===== src/rtl/encoder_job_ctrl.sv =====
`default_nettype none
// ---------------------------------------------------------------------------
// encoder_job_ctrl : sequences one constant-weight encoding job (load, start,
// collect codewords through an output buffer) and flags job errors. Rev 1.0
// ---------------------------------------------------------------------------
module encoder_job_ctrl #(
  parameter int MSG_BYTES = 8,
  parameter int NUM_CW    = 10,
  parameter int CW_W      = 11,
  parameter int CW_DEPTH  = 4,
  parameter int TIMEOUT   = 4095
) (
  input  logic            clk,
  input  logic            rst,
  input  logic            job_go,
  input  logic            err_clr,
  input  logic            host_valid,
  input  logic [7:0]      host_byte,
  output logic            host_ready,
  output logic            enc_rst_b,
  output logic            enc_wr_en,
  output logic [7:0]      enc_msg_byte,
  output logic            enc_start,
  input  logic [CW_W-1:0] enc_cw,
  input  logic            enc_cw_rdy,
  input  logic            enc_cw_done,
  output logic            out_valid,
  output logic [CW_W-1:0] out_cw,
  output logic            out_last,
  input  logic            out_ready,
  output logic            busy,
  output logic            job_done,
  output logic [1:0]      err_code
);

  localparam int BC_W  = $clog2(MSG_BYTES + 1);
  localparam int CC_W  = $clog2(NUM_CW + 1);
  localparam int TC_W  = $clog2(TIMEOUT + 1);
  localparam int PTR_W = $clog2(CW_DEPTH);

  localparam logic [2:0] S_IDLE  = 3'd0;
  localparam logic [2:0] S_LOAD  = 3'd1;
  localparam logic [2:0] S_START = 3'd2;
  localparam logic [2:0] S_RUN   = 3'd3;
  localparam logic [2:0] S_DRAIN = 3'd4;
  localparam logic [2:0] S_DONE  = 3'd5;
  localparam logic [2:0] S_ERR   = 3'd6;

  localparam logic [1:0] E_NONE  = 2'b00;
  localparam logic [1:0] E_OVF   = 2'b01;
  localparam logic [1:0] E_TMO   = 2'b10;
  localparam logic [1:0] E_SHORT = 2'b11;

  logic [2:0]      r_state;
  logic [2:0]      w_state_nxt;
  logic [1:0]      r_err;
  logic [1:0]      w_err_nxt;
  logic [BC_W-1:0] r_byte_cnt;
  logic [CC_W-1:0] r_cw_cnt;
  logic [CC_W-1:0] w_cw_cnt_nxt;
  logic [TC_W-1:0] r_tmo_cnt;
  logic            r_wr_en;
  logic [7:0]      r_msg_byte;

  logic [PTR_W:0]  r_wr_ptr;
  logic [PTR_W:0]  r_rd_ptr;
  logic [CW_W-1:0] r_mem_cw   [CW_DEPTH];
  logic            r_mem_last [CW_DEPTH];

  logic w_hs;
  logic w_empty;
  logic w_full;
  logic w_pop;
  logic w_push_req;
  logic w_ovf;
  logic w_push;
  logic w_tmo_hit;
  logic w_flush;

  assign w_hs       = host_valid && (r_state == S_LOAD);
  assign w_empty    = (r_wr_ptr == r_rd_ptr);
  assign w_full     = (r_wr_ptr[PTR_W] != r_rd_ptr[PTR_W]) &&
                      (r_wr_ptr[PTR_W-1:0] == r_rd_ptr[PTR_W-1:0]);
  assign w_pop      = !w_empty && out_ready;
  assign w_push_req = (r_state == S_RUN) && enc_cw_rdy;
  // A full buffer may still take a word when the head leaves in the same cycle.
  assign w_ovf      = w_push_req && w_full && !w_pop;
  assign w_push     = w_push_req && !w_ovf;
  assign w_cw_cnt_nxt = r_cw_cnt + CC_W'(w_push);
  assign w_tmo_hit  = (r_tmo_cnt == TC_W'(TIMEOUT));
  assign w_flush    = (w_state_nxt == S_ERR);

  always_comb begin
    w_state_nxt = r_state;
    w_err_nxt   = r_err;
    case (r_state)
      S_IDLE:  if (job_go) w_state_nxt = S_LOAD;
      S_LOAD:  if (w_hs && (r_byte_cnt == BC_W'(MSG_BYTES - 1))) w_state_nxt = S_START;
      S_START: w_state_nxt = S_RUN;
      S_RUN: begin
        if (w_ovf) begin
          w_state_nxt = S_ERR;
          w_err_nxt   = E_OVF;
        end else if (w_tmo_hit) begin
          w_state_nxt = S_ERR;
          w_err_nxt   = E_TMO;
        end else if (enc_cw_done && (w_cw_cnt_nxt != CC_W'(NUM_CW))) begin
          w_state_nxt = S_ERR;
          w_err_nxt   = E_SHORT;
        end else if (w_cw_cnt_nxt == CC_W'(NUM_CW)) begin
          w_state_nxt = S_DRAIN;
        end
      end
      S_DRAIN: if (w_empty) w_state_nxt = S_DONE;
      S_DONE:  w_state_nxt = S_IDLE;
      S_ERR: begin
        if (err_clr) begin
          w_state_nxt = S_IDLE;
          w_err_nxt   = E_NONE;
        end
      end
      default: w_state_nxt = S_IDLE;
    endcase
  end

  always_ff @(posedge clk) begin
    if (rst) begin
      r_state    <= S_IDLE;
      r_err      <= E_NONE;
      r_byte_cnt <= '0;
      r_cw_cnt   <= '0;
      r_tmo_cnt  <= '0;
      r_wr_en    <= 1'b0;
      r_msg_byte <= 8'h00;
    end else begin
      r_state <= w_state_nxt;
      r_err   <= w_err_nxt;
      r_wr_en <= w_hs;
      if (w_hs) r_msg_byte <= host_byte;

      if (r_state == S_IDLE) r_byte_cnt <= '0;
      else if (w_hs)         r_byte_cnt <= r_byte_cnt + BC_W'(1);

      if (r_state == S_START) begin
        r_cw_cnt  <= '0;
        r_tmo_cnt <= '0;
      end else if (r_state == S_RUN) begin
        r_cw_cnt  <= w_cw_cnt_nxt;
        r_tmo_cnt <= w_push ? '0 : r_tmo_cnt + TC_W'(1);
      end
    end
  end

  always_ff @(posedge clk) begin
    if (rst || w_flush) begin
      r_wr_ptr <= '0;
      r_rd_ptr <= '0;
      for (int i = 0; i < CW_DEPTH; i++) begin
        r_mem_cw[i]   <= '0;
        r_mem_last[i] <= 1'b0;
      end
    end else begin
      if (w_push) begin
        r_mem_cw[r_wr_ptr[PTR_W-1:0]]   <= enc_cw;
        r_mem_last[r_wr_ptr[PTR_W-1:0]] <= (w_cw_cnt_nxt == CC_W'(NUM_CW));
        r_wr_ptr <= r_wr_ptr + (PTR_W+1)'(1);
      end
      if (w_pop) r_rd_ptr <= r_rd_ptr + (PTR_W+1)'(1);
    end
  end

  assign host_ready   = (r_state == S_LOAD);
  assign enc_rst_b    = !(rst || (r_state == S_DONE) || (r_state == S_ERR));
  assign enc_wr_en    = r_wr_en;
  assign enc_msg_byte = r_msg_byte;
  assign enc_start    = (r_state == S_START);
  assign out_valid    = !w_empty;
  assign out_cw       = r_mem_cw[r_rd_ptr[PTR_W-1:0]];
  assign out_last     = !w_empty && r_mem_last[r_rd_ptr[PTR_W-1:0]];
  assign busy         = (r_state != S_IDLE);
  assign job_done     = (r_state == S_DONE);
  assign err_code     = r_err;

endmodule
`default_nettype wire


===== config.mk =====
export PLATFORM = sky130hd
export DESIGN_NAME = encoder_job_ctrl
export DESIGN_NICKNAME = d
export VERILOG_FILES = /design/src/rtl/encoder_job_ctrl.sv
export SDC_FILE = /design/constraint.sdc
export NUM_CORES = 1
export LEC_CHECK = 0
export ABC_CLOCK_PERIOD_IN_PS = 5100
export CORE_MARGIN = 2
export CORE_UTILIZATION = 57
export CTS_BUF_LIST = sky130_fd_sc_hd__clkbuf_8
export DETAILED_ROUTE_END_ITERATION = 8
export GPL_TIMING_DRIVEN = 0
export PLACE_DENSITY = 0.86
export SYNTH_ARGS = -nofsm -noshare
export SYNTH_HDL_FRONTEND = slang
export SYNTH_SLANG_ARGS = --single-unit

===== constraint.sdc =====
create_clock -name clk -period 5.1 [get_ports clk]
set_clock_uncertainty 0.2 [all_clocks]
set_input_delay 1.02 -clock clk [delete_from_list [all_inputs] [get_ports clk]]
set_output_delay 1.02 -clock clk [all_outputs]
set_load 0.05 [all_outputs]

; ---- Word-level counts from Yosys, hierarchy flattened
; Memory sizes are Yosys's and may differ from the RTL's. A register that Yosys moved wholly into a read port is not among the register bits.
; Index checks and enable logic that the tools add are counted.
[op_classes]
add_sub_neg = 5
reduce_logical = 25
mux = 30
n_eq_ne = 16
[op_table]
columns = op, count
row1 = 2-to-1 mux 3 bit, 8
row2 = 2-to-1 mux 2 bit, 10
row3 = one-hot mux 3 bit (6 select lines), 1
row4 = adder 12 x 1 -> 12 bit (second input constant), 1
row5 = == test 12 bit (second input constant), 1
row6 = == test 3 bit (second input constant), 4
row7 = 2-to-1 mux 12 bit, 1
row8 = 2-to-1 mux 11 bit, 1
row9 = OR reduction 11 bit, 1
row10 = logical AND 1 bit, 10
row11 = 2-to-1 mux 1 bit, 8
row12 = != test 4 bit (second input constant), 2
row13 = adder 3 x 1 -> 3 bit (second input constant), 2
row14 = == test 3 x 2 -> 1 bit (second input constant), 2
row15 = adder 4 x 1 -> 4 bit, 1
row16 = adder 4 x 1 -> 4 bit (second input constant), 1
row17 = == test 4 x 3 -> 1 bit (second input constant), 1
row18 = == test 4 bit (second input constant), 1
row19 = zero test 1 bit, 4
row20 = one-hot mux 2 bit (2 select lines), 1
row21 = OR reduction 2 bit, 2
row22 = == test 3 x 1 -> 1 bit (second input constant), 1
row23 = == test 3 bit, 1
row24 = zero test 3 bit, 1
row25 = 8 further kinds, 10
[word_totals]
input_bits = 27
n_memories = 2
ramBits = 48
elab_cells = 87
output_inout_bits = 29
ff_bits = 40
[memory_table]
columns = name, depth, width, read_ports, rd_ports_with_merged_regs, wr, line
row1 = r_mem_cw, 4, 11, 1, 1, 4, 67  ; logic [CW_W-1:0] r_mem_cw [CW_DEPTH];
row2 = r_mem_last, 4, 1, 1, 1, 4, 68  ; logic r_mem_last [CW_DEPTH];

; ---- Depth between registers and ports, before layout
[logic_depth]
word_depth = 20
ltp_mapped = 15

; ---- Least setup slack after synthesis
; OpenSTA, ideal clock, no wires.
[synth_timing]
kind = input port to flip-flop
start = in out_ready
end = mem r_mem_cw[2][0] (enable)
path_slack_ns = 0.638
path_stages = 13
required_time_ns = 4.603
setup_ns = 0.297
path_buffers = 2
t_arrival_ns = 3.965
path_cell_list = or4_1 buf_2 nand3_2 inv_1 ha_1 ha_1 a21boi_0 a21o_1 a41oi_1 nor4_1 o32a_2 buf_6 a31o_1
[synth_rtl]
columns = item, line
row1 = "start, declared", 30  ; input logic out_ready,
row2 = "end, declared", 67

==> flow_metrics.py <==
metrics = {
    "outcome": {
        "status": "complete, no violations",
    },
    "clock_network": {
        "clk_path_buf_depth": 2,
        "cts_tree": "built",
        "insertion_delay_ns": 0.35,
        "clk_pin_slew_ns": 0.09,
        "htree_levels": 3,
        "postCtsSetupRepairBufs": 0,
        "numCtsBuffers": 9,
        "cts_sinks": 90,
        "cts_hold_buf": 0,
        "ctsRootBufferMaster": "clkbuf_8",
    },
    "worst_setup_path": {
        "critical_path_buf_inv_count": 4,
        "timing.rr.end": "r_mem_cw[2][0]",
        "cp_num_cells": 14,
        "arrival_ns": 4.77,
        "required_ns": 4.97,
        "startpoint_type": "input port",
        "r2r_slack_ns": 0.75,
        "crit_chain": "clkdlybuf4s50_1 > or4_1 > buf_2 > nand3_2 > inv_1 > ha_1 > ha_1 > a21boi_0 > a21o_1 > a41oi_2 > nor4_1 > o32a_2 > buf_6 > a31o_2",
        "crit_family": "compound AO/OA/AOI/OAI gates",
        "cpMostUsedCell": "ha_1",
        "max_stage_delay_ns": 0.57,
        "slowest_stage": "or4_1",
        "end_kind": "flip-flop",
        "r2r_start": "r_wr_ptr[0]",
        "worstPathMaxFanout": 12,
        "crit_type": "input port to flip-flop",
        "reg2regPathDepth": 14,
    },
    "synth": {
        "synth_top_area_cell": "edfxtp_1",
        "syn_nets": 413,
        "yosys_warnings": 0,
        "synthCells": 380,
        "async_reset_ff_frac": 0,
        "synth.distinct_cells": 49,
        "synth-seq-cells": 90,
        "synth_top_area_share": 0.355,
        "synth_commonest_cells": "nor2_1 (77), edfxtp_1 (48), dfxtp_1 (42), nand2_1 (42), a21oi_1 (23)",
        "seq_area_frac_synth": 0.562,
        "syn_area_mm2": 0.00406,
        "yosys-top-cells-area": "edfxtp_1 (35%), dfxtp_1 (21%), nor2_1 (7.1%)",
        "synth-edff-count": 48,
        "avgSynthCellArea_um2": 10.7,
        "synth.most_common_cell": "nor2_1",
        "synth_flop_cell": "edfxtp_1",
    },
    "detailed_routing": {
        "dr.first_iter.drc_count": 152,
        "via_per_inst": 5.50,
        "drc": 0,
        "wirelength_um": 8340,
        "routed_wire_length_per_instance_um": 15.2,
        "firstDrtPassIters": 4,
        "postRouteAntennaNets": 0,
        "vias": 3009,
    },
    "hold_path": {
        "holdCritPathClass": "flip-flop to flip-flop",
        "hp-start": "enc_msg_byte[5]",
        "hold_path_end": "enc_msg_byte[5]",
        "whs_path_depth": 2,
    },
    "sta": {
        "tightestPinTransition_ns": 0.853,
        "hold_viol_final": 0,
        "slew_viol_final": 0,
        "fin_setup_tns_ns": 0,
        "max_freq_mhz": 204,
        "setup_violations": 0,
        "slew_headroom": 0.431,
        "post-route-period-util": 0.960,
        "rsz0062_at_grt": "no",
        "period_minus_slack_ns": 4.89,
    },
    "cells_and_area": {
        "design_area_mm2": 0.00498,
        "syn_to_final_growth_pct": 22.6,
        "fin_nets": 479,
        "diodes": 0,
        "drive_above_1_share": 0.106,
    },
    "placed_design": {
        "dpl_cell_area_mm2": 0.00473,
        "gp_congestion": 0.957,
        "dp_hpwl_um": 5980,
        "port_buffers": 55,
    },
    "power": {
        "p_leak_uw": 0.00175,
        "ir_drop_mv": 0.218,
        "power_density_mw_per_mm2": 369,
    },
    "floorplanning": {
        "initial_utilization": 0.595,
        "die_area_mm2": 0.00782,
        "num_rows": 30,
        "die_w_um": 88.4,
        "core_area_mm2": 0.00683,
        "io_pins": 56,
        "die_h_um": 88.4,
    },
    "grt": {
        "grt_antenna_before_repair": 0,
        "grt_max_degree": 17,
        "grt_overflow": 0,
        "track_usage": 0.223,
        "grt_pass1_wl_um": 13200,
        "grt_pass1_vias": 2894,
    },
    "run": {
        "cap_violations": 0,
    },
}
## registers in the layout (all words and copies together) (netlist names), 4 cells and up, named ones only
signal	flops
r_tmo_cnt	12
r_mem_last	4
r_mem_cw	44
r_cw_cnt	4
enc_msg_byte	8
r_byte_cnt	4
## worst register-to-register path: stages (launching register included)
cell and delay, ns:
dfxtp_1 0.51, xor2_1 0.13, or4_1 0.51, buf_2 0.18, nand3_2 0.17, inv_1 0.16
ha_1 0.27, ha_1 0.25, a21boi_0 0.14, a21o_1 0.19, a41oi_2 0.40, nor4_1 0.10
o32a_2 0.37, buf_6 0.15, a31o_2 0.34
## worst max path at each step
stage | slack, ns | to | start
floorplan | 0.64 | r_mem_cw[2][0] | out_ready
global placement | -0.40 | r_mem_cw[2][9] | out_ready
detailed placement | -0.49 | r_mem_cw[2][9] | out_ready
CTS | 0.13 | r_mem_cw[1][4] | out_ready
global route | 0.03 | r_mem_cw[2][0] | out_ready
finish | 0.21 | r_mem_cw[2][0] | out_ready
## report_power, final
group	internal (uW)	switching (uW)
Clock	281	261
Combinational	189	296
Sequential	792	20.4
## repair_timing
item | CTS | global route
gates resized for setup | 3 | 2
endpoints found under the hold margin | 0 | 0
setup endpoints to repair | 31 | 12
## metal layers
metal	wire, um	global-route usage	vias up
li1	-	-	1469
met1	3550	0.283	1449
met2	4240	0.387	79
met3	403	0.0401	12
met4	141	0.0799	0
met5	0	0	-
## cells by family (layout without fill, tap and decap cells)
family                     after synthesis  count (layout)  synth area share
muxes                                   12              12            0.0665
xor gates and xnor gates                21              21            0.0453
AOI/OAI and AO/OA                       50              50            0.0798
buffers and inverters                   26              97            0.0308
DFF                                     90              90             0.562
adders and majority gates                6               6            0.0185
and+or+nand+nor                        175             175             0.197
## through the flow
step	cells	hold slack (ns)	utilization	setup WS, ns	power, uW
final	547	0.261	0.729	0.205	1840
after CTS	547	0.263	0.727	0.132	1850
after floorplan	380	0.239	-	0.638	1160
after detailed placement	531	0.250	0.693	-0.490	1320
after global placement	531	0.242	0.693	-0.399	1310
after global routing	547	0.291	0.729	0.0317	1900
## layout by cell type, fill, tap and decap left out, types with 2 or more instances in the layout
cell             netlist  layout
a21o_1                 3       2
and3_1                 4       4
nand3_1                9       9
nand2_1               42      42
dfxtp_1               42      42
xnor2_1                7       7
buf_6                  2       2
inv_1                  8       8
mux4_2                12      12
a31o_2                 1       2
nor2_1                77      77
buf_2                  7       7
edfxtp_1              48      48
a31oi_1                2       2
clkbuf_8               0       9
clkdlybuf4s50_1        0      55
a21boi_0               2       2
bufinv_16              0       2
xor2_1                14      14
or2_2                  2       2
and4_1                 2       2
a21oi_1               23      23
and2_1                 2       2
clkinv_4               0       2
clkbuf_1               7       7
ha_1                   6       6
o21a_1                 2       2
nand2b_1              18      18
nand4_1                6       6
o21ai_0                5       5
o21bai_1               2       2
nor3_1                 3       3
## layout make-up
type	count	area [um^2]
timing repair buffer	55	551
inverter	8	30.0
clock inverter	7	101
multi-input combinational	264	1680
tap	96	120
buffer	18	95.1
sequential	90	2280
fill	501	1850
clock buffer	9	124
(Power assumes the default switching activity.)
